File: config.mk
export PLATFORM = sky130hd
export DESIGN_NAME = uart_rx
export DESIGN_NICKNAME = d
export VERILOG_FILES = /design/src/rtl/uart_pkg.sv /design/src/rtl/uart_rx_sampler.sv /design/src/rtl/uart_rx.sv
export SDC_FILE = /design/constraint.sdc
export NUM_CORES = 1
export LEC_CHECK = 0
export ABC_CLOCK_PERIOD_IN_PS = 1800
export CAP_MARGIN = 30
export CORE_UTILIZATION = 40
export CTS_BUF_LIST = sky130_fd_sc_hd__clkbuf_4
export CTS_CLUSTER_DIAMETER = 30
export CTS_CLUSTER_SIZE = 8
export DETAILED_ROUTE_END_ITERATION = 10
export PLACE_DENSITY_LB_ADDON = 0.08
export SETUP_SLACK_MARGIN = 0.02
export SYNTH_ARGS = -nofsm -noshare
export SYNTH_HDL_FRONTEND = slang
export SYNTH_SLANG_ARGS = --single-unit
File: constraint.sdc
create_clock -name CLK -period 1.8 [get_ports CLK]
set_input_delay 0.18 -clock CLK [delete_from_list [all_inputs] [get_ports CLK]]
set_output_delay 0.18 -clock CLK [all_outputs]
set_load 0.02 [all_outputs]
File: src/rtl/uart_pkg.sv
// uart_pkg: types and constants shared by the UART receiver files.
//   rx_state_e  - receiver FSM states
//   EVEN / ODD  - values of the Parity_Type input
//   majority3   - 2-of-3 vote used by the majority sampler
package uart_pkg;

  typedef enum logic [2:0] {
    IDLE,
    START,
    DATA,
    PARITY,
    STOP
  } rx_state_e;

  localparam logic EVEN = 1'b0;
  localparam logic ODD  = 1'b1;

  function automatic logic majority3(input logic a, input logic b, input logic c);
    return (a & b) | (a & c) | (b & c);
  endfunction

endpackage

File: src/rtl/uart_rx_sampler.sv
// uart_rx_sampler: per-bit tick counter and bit sampling for uart_rx.
// Build option: UART_RX_MAJORITY_EN selects a 3-sample majority vote around mid-bit;
// otherwise a single sample is taken at tick PRESCALE/2.
// Ports:
//   clk, rst     - system clock, async active-high reset
//   run          - receiver is inside a frame (FSM not in IDLE)
//   start        - start bit detected in IDLE this cycle
//   rx_s         - synchronized serial line
//   bit_val      - sampled bit value, valid while sample_done is high
//   sample_done  - strobe: bit decision made this cycle
//   bit_end      - strobe: last tick of the current bit
module uart_rx_sampler
  import uart_pkg::*;
#(
  parameter int unsigned PRESCALE = 8
) (
  input  logic clk,
  input  logic rst,
  input  logic run,
  input  logic start,
  input  logic rx_s,
  output logic bit_val,
  output logic sample_done,
  output logic bit_end
);

  localparam int unsigned TW = $clog2(PRESCALE);
  localparam logic [TW-1:0] TICK_MID  = TW'(PRESCALE / 2);
  localparam logic [TW-1:0] TICK_LAST = TW'(PRESCALE - 1);

  logic [TW-1:0] tick;

  // The start-detect cycle counts as tick 0 of the start bit, so the next cycle is tick 1.
  // This keeps bit boundaries aligned to the line and back-to-back frames lose no cycle.
  always_ff @(posedge clk or posedge rst) begin
    if (rst) begin
      tick <= '0;
    end else if (start) begin
      tick <= TW'(1);
    end else if (run) begin
      tick <= (tick == TICK_LAST) ? '0 : tick + 1'b1;
    end else begin
      tick <= '0;
    end
  end

  assign bit_end = run && (tick == TICK_LAST);

`ifdef UART_RX_MAJORITY_EN
  localparam logic [TW-1:0] TICK_PRE  = TICK_MID - 1'b1;
  localparam logic [TW-1:0] TICK_POST = TICK_MID + 1'b1;

  logic samp_a;
  logic samp_b;

  always_ff @(posedge clk or posedge rst) begin
    if (rst) begin
      samp_a <= 1'b0;
      samp_b <= 1'b0;
    end else if (run) begin
      if (tick == TICK_PRE) samp_a <= rx_s;
      if (tick == TICK_MID) samp_b <= rx_s;
    end
  end

  // Third vote is the live sample at PRESCALE/2+1.
  assign sample_done = run && (tick == TICK_POST);
  assign bit_val     = majority3(samp_a, samp_b, rx_s);
`else
  assign sample_done = run && (tick == TICK_MID);
  assign bit_val     = rx_s;
`endif

endmodule

File: src/rtl/uart_rx.sv
// uart_rx: oversampling UART receiver. Frame = start(0), DATA_WIDTH data bits LSB first,
// optional parity bit, stop(1). Reports one result pulse per frame, one cycle after the
// final stop tick.
// Build option: UART_RX_MAJORITY_EN (see uart_rx_sampler) enables majority-vote sampling.
// Ports:
//   CLK, RST       - system clock, async active-high reset
//   RX_IN          - serial line, idles high, asynchronous to CLK
//   Parity_Enable  - frame carries a parity bit (latched at start bit)
//   Parity_Type    - 0 even, 1 odd (latched at start bit)
//   P_DATA         - last received data byte
//   Data_Valid     - pulse for an error-free frame
//   Parity_Error   - pulse on parity mismatch
//   Stop_Error     - pulse when the stop bit was sampled 0
module uart_rx
  import uart_pkg::*;
#(
  parameter int unsigned PRESCALE   = 8,
  parameter int unsigned DATA_WIDTH = 8
) (
  input  logic                  CLK,
  input  logic                  RST,
  input  logic                  RX_IN,
  input  logic                  Parity_Enable,
  input  logic                  Parity_Type,
  output logic [DATA_WIDTH-1:0] P_DATA,
  output logic                  Data_Valid,
  output logic                  Parity_Error,
  output logic                  Stop_Error
);

  localparam int unsigned BW = (DATA_WIDTH > 1) ? $clog2(DATA_WIDTH) : 1;

  logic                  rx_meta;
  logic                  rx_s;
  rx_state_e             state;
  logic [BW-1:0]         bit_cnt;
  logic [DATA_WIDTH-1:0] shift;
  logic                  par_en;
  logic                  par_type;
  logic                  par_err;
  logic                  stop_bit;
  logic                  armed;

  logic                  run;
  logic                  start_det;
  logic                  bit_val;
  logic                  sample_done;
  logic                  bit_end;
  logic [DATA_WIDTH-1:0] shift_nx;
  logic                  par_err_nx;
  logic                  stop_nx;

  always_ff @(posedge CLK or posedge RST) begin
    if (RST) begin
      rx_meta <= 1'b1;
      rx_s    <= 1'b1;
    end else begin
      rx_meta <= RX_IN;
      rx_s    <= rx_meta;
    end
  end

  assign run       = (state != IDLE);
  // armed blocks a held-low (break) line from retriggering a frame.
  assign start_det = (state == IDLE) && !rx_s && armed;

  uart_rx_sampler #(
    .PRESCALE(PRESCALE)
  ) u_sampler (
    .clk        (CLK),
    .rst        (RST),
    .run        (run),
    .start      (start_det),
    .rx_s       (rx_s),
    .bit_val    (bit_val),
    .sample_done(sample_done),
    .bit_end    (bit_end)
  );

  // Fold the current sample in combinationally so a decision landing on the last
  // tick (small PRESCALE with majority) is still seen at bit_end.
  always_comb begin
    shift_nx   = shift;
    par_err_nx = par_err;
    stop_nx    = stop_bit;
    if (sample_done) begin
      case (state)
        DATA:    shift_nx[bit_cnt] = bit_val;
        PARITY:  par_err_nx = bit_val != (^shift ^ (par_type == ODD));
        STOP:    stop_nx = bit_val;
        default: ;
      endcase
    end
  end

  always_ff @(posedge CLK or posedge RST) begin
    if (RST) begin
      state        <= IDLE;
      bit_cnt      <= '0;
      shift        <= '0;
      par_en       <= 1'b0;
      par_type     <= 1'b0;
      par_err      <= 1'b0;
      stop_bit     <= 1'b1;
      armed        <= 1'b0;
      P_DATA       <= '0;
      Data_Valid   <= 1'b0;
      Parity_Error <= 1'b0;
      Stop_Error   <= 1'b0;
    end else begin
      Data_Valid   <= 1'b0;
      Parity_Error <= 1'b0;
      Stop_Error   <= 1'b0;
      shift        <= shift_nx;
      par_err      <= par_err_nx;
      stop_bit     <= stop_nx;
      if (rx_s) armed <= 1'b1;

      case (state)
        IDLE: begin
          bit_cnt <= '0;
          if (start_det) begin
            state    <= START;
            armed    <= 1'b0;
            par_en   <= Parity_Enable;
            par_type <= Parity_Type;
            par_err  <= 1'b0;
            stop_bit <= 1'b1;
          end
        end
        START: begin
          if (sample_done && bit_val) begin
            state <= IDLE;
          end else if (bit_end) begin
            state <= DATA;
          end
        end
        DATA: begin
          if (bit_end) begin
            if (bit_cnt == BW'(DATA_WIDTH - 1)) begin
              bit_cnt <= '0;
              state   <= par_en ? PARITY : STOP;
            end else begin
              bit_cnt <= bit_cnt + 1'b1;
            end
          end
        end
        PARITY: begin
          if (bit_end) state <= STOP;
        end
        STOP: begin
          if (bit_end) begin
            state        <= IDLE;
            P_DATA       <= shift_nx;
            Stop_Error   <= ~stop_nx;
            Parity_Error <= par_err_nx;
            Data_Valid   <= stop_nx & ~par_err_nx;
            // A low stop bit may be a break: require the line to go high before rearming.
            if (!stop_nx) armed <= rx_s;
          end
        end
        default: state <= IDLE;
      endcase
    end
  end

endmodule

==> results.py <==
metrics = {
    "final_layout": {
        "area.growth.synth_to_final_pct": 23.11,
        "antennaDiodeCount": 0,
        "fin_cells": 219,
        "final_cell_mix": "31 x dfrtp_1, 15 x clkdlybuf4s50_1, 11 x buf_4",
        "final_nets": 178,
        "stdcell_area_um2": 2093,
        "nFillCells": 367,
        "final_common_cell": "dfrtp_1",
        "drive_gt1_share_pct": 28.99,
    },
    "critical_path": {
        "startpoint_type": "flop",
        "r2r_start": "state[2]$_DFFE_PP0P_",
        "max_stage_delay_ns": 0.42,
        "critPathRequiredTime_ns": 2.02,
        "slowest_stage": "dfrtp_1",
        "startpoint": "state[2]$_DFFE_PP0P_",
        "worstPathArrival_ns": 2.00,
        "r2r_cells": 5,
        "crit_buf_inv": 1,
        "cp-end-kind": "flop",
        "worst-path-max-fanout": 4,
        "r2r_slack_ns": 0.02,
        "crit_type": "reg -> reg",
        "crit_path_cell_trace": "buf_6 > nor4b_4 > nand3_1 > mux2_4 > mux2_2",
        "timing.rr.end": "P_DATA[0]$_DFFE_PP0P_",
        "path_delay_family": "multiplexers",
    },
    "clocking": {
        "clk-insertion-delay-late_ns": 0.34,
        "path_clk_slew_ns": 0.11,
        "post_cts_buffers": 0,
        "clockBufferDepth": 2,
        "clockRootBuffer": "clkbuf_4",
        "cts.hold.buffers_added": 0,
        "clkSinkCount": 35,
        "cts_buffers": 5,
        "cts-htree-levels": 2,
        "cts_tree": "yes",
    },
    "sta": {
        "drv_slew": 0,
        "layout_min_cycle_time_ns": 1.778,
        "rsz0062_at_grt": "true",
        "max_freq_mhz": 562.5,
        "skew_ns": 0.01283,
        "tns_ns": 0,
        "setup_slack_ns": 0.02208,
        "fin_crit_sh_pct": 98.77,
        "setup_viol": 0,
        "hold_viol_final": 0,
        "max_slew.worst_pin.slew_ns": 0.4377,
        "maxSlewHeadroom_pct": 70.82,
    },
    "pwr": {
        "power_density_nw_per_um2": 992.0,
        "irDropWorstVdd_uv": 630.1,
        "p_leak_nw": 0.9540,
    },
    "global_routing": {
        "grt_pass1_vias": 1073,
        "grt_max_degree": 36,
        "overflow": 0,
        "grt_usage_pct": 16.49,
        "antenna_found_initial": 0,
        "grt_pass1_wl_um": 5202,
    },
    "route": {
        "drc": 0,
        "viasPerCell": 5.224,
        "drtIter0Drc": 35,
        "ant_nets": 0,
        "wire_per_inst_um": 14.77,
        "vias": 1144,
        "drt-total-wl_um": 3234,
        "first_pass_iters": 4,
    },
    "place": {
        "portBuffers": 15,
        "pre_cts_ws_ns": -0.09822,
        "place_inst": 211,
        "hpwl_um": 2240,
        "gp_congestion": 0.7810,
        "place_area_um2": 1956,
    },
    "floorplanning": {
        "core_um2": 4029,
        "start_util_pct": 42.20,
        "io_pins": 16,
        "die_h_um": 67.20,
        "rows": 23,
        "die-area_um2": 4516,
        "die_w_um": 67.20,
    },
    "logic_synthesis": {
        "syn_nets": 153,
        "synth_top_area_cell": "dfrtp_1",
        "yosys_warnings": 0,
        "synth-edff-count": 0,
        "synth-seq-cells": 35,
        "ys_top_cells_by_area": "dfrtp_1 47%, mux2_2 6.6%, mux2_4 6.2%",
        "synth_flop_cell": "dfrtp_1",
        "syn_area_um2": 1700,
        "syn_area_per_cell_um2": 11.89,
        "ys_seq_area_share_pct": 51.73,
        "syn_inst": 143,
        "synth.distinct_cells": 39,
        "synth.top_cell.area_share_pct": 47.09,
        "synth-async-reset-ratio_pct": 100.0,
    },
    "status": {
        "status": "completed",
    },
    "min_path": {
        "hp-class": "in -> async",
    },
    "run": {
        "cap_violations": 0,
    },
}
power breakdown:
| group | internal (W) | total [W] | switching [W] |
|---|---|---|---|
| registers | 0.000896 | 0.000993 | 0.0000971 |
| logic | 0.000330 | 0.000660 | 0.000330 |
| clock network | 0.000160 | 0.000424 | 0.000264 |
synth_stat cells, types with 4 or more instances:
library cell	n
inv_1	8
mux2_2	10
mux2_4	7
nand2_1	6
dfrtp_1	32
nand4_1	4
nor2_1	7
ha_1	5
o21ai_0	5
xnor2_1	6
nor3_1	5
area by class of cell:
cell class	count	area (µm²)	area share (%)
multi-input cells	91	823.3	39.33
flip-flops and latches	35	880.8	42.08
repair buffers	27	244.0	11.66
clock buffers	6	45.04	2.152
clock inverters	2	7.507	0.3586
well taps	50	62.56	2.989
inverters	8	30.03	1.435
per-stage QoR:
| step | power, W | hold WS [ns] | util, % |
|---|---|---|---|
| after floorplan | 0.001421 | 0.1845 | - |
| after global placement | 0.001604 | 0.3464 | 48.54 |
| after detailed placement | 0.001609 | 0.3473 | 48.54 |
| after CTS | 0.002066 | 0.2282 | 51.02 |
| after global routing | 0.002215 | 0.2094 | 51.96 |
| final | 0.002076 | 0.2252 | 51.96 |
worst register-to-register path: stages (launching register included):
cell,delay [ns]
dfrtp_1,0.42
buf_6,0.13
nor4b_4,0.34
nand3_1,0.18
mux2_4,0.33
mux2_2,0.26
metal layers:
layer	track usage, %	up-vias	part of all wire, %
met5	0	-	0
met4	7.181	0	1.7
met3	4.561	7	3.2
met2	27.50	24	51
met1	19.78	564	44
li1	-	549	-
logic make-up (layout without fill, tap and decap cells):
family                     count (synthesis)  after routing  synth area share, %
and+or+nand+nor                           44             44                15.53
xor gates and xnor gates                   8              8                4.930
muxes                                     18             18                13.47
adders and majority gates                  5              5                3.679
DFF                                       35             35                51.73
buffers and inverters                     17             43                4.562
AOI/OAI and AO/OA                         16             16                6.108
flip-flops by register name (all words and copies together) (netlist names):
name and count:
bit_cnt 3, Parity_Error 1, Data_Valid 1, par_en 1, armed 1, stop_bit 1
state 3, rx_meta 1, Stop_Error 1, rx_s 1, P_DATA 8, shift 8
u_sampler.tick 3, par_type 1, par_err 1
worst max-delay path by stage:
stage | to | slack, ns | depth (start not counted)
after floorplan | P_DATA[6]$_DFFE_PP0P_ | 0.04 | 5
after CTS | P_DATA[0]$_DFFE_PP0P_ | 0.005 | 5
after detailed placement | P_DATA[5]$_DFFE_PP0P_ | -0.1 | 6
final | P_DATA[0]$_DFFE_PP0P_ | 0.02 | 5
after global placement | P_DATA[5]$_DFFE_PP0P_ | -0.07 | 6
after global routing | P_DATA[0]$_DFFE_PP0P_ | -0.05 | 5
timing repair:
| action | 4_1_cts | 5_1_grt |
|---|---|---|
| pin swaps | 1 | 2 |
| setup endpoints to repair | 7 | 8 |
| gates resized for setup | 8 | 10 |
Power figures use the tool's default switching activity.
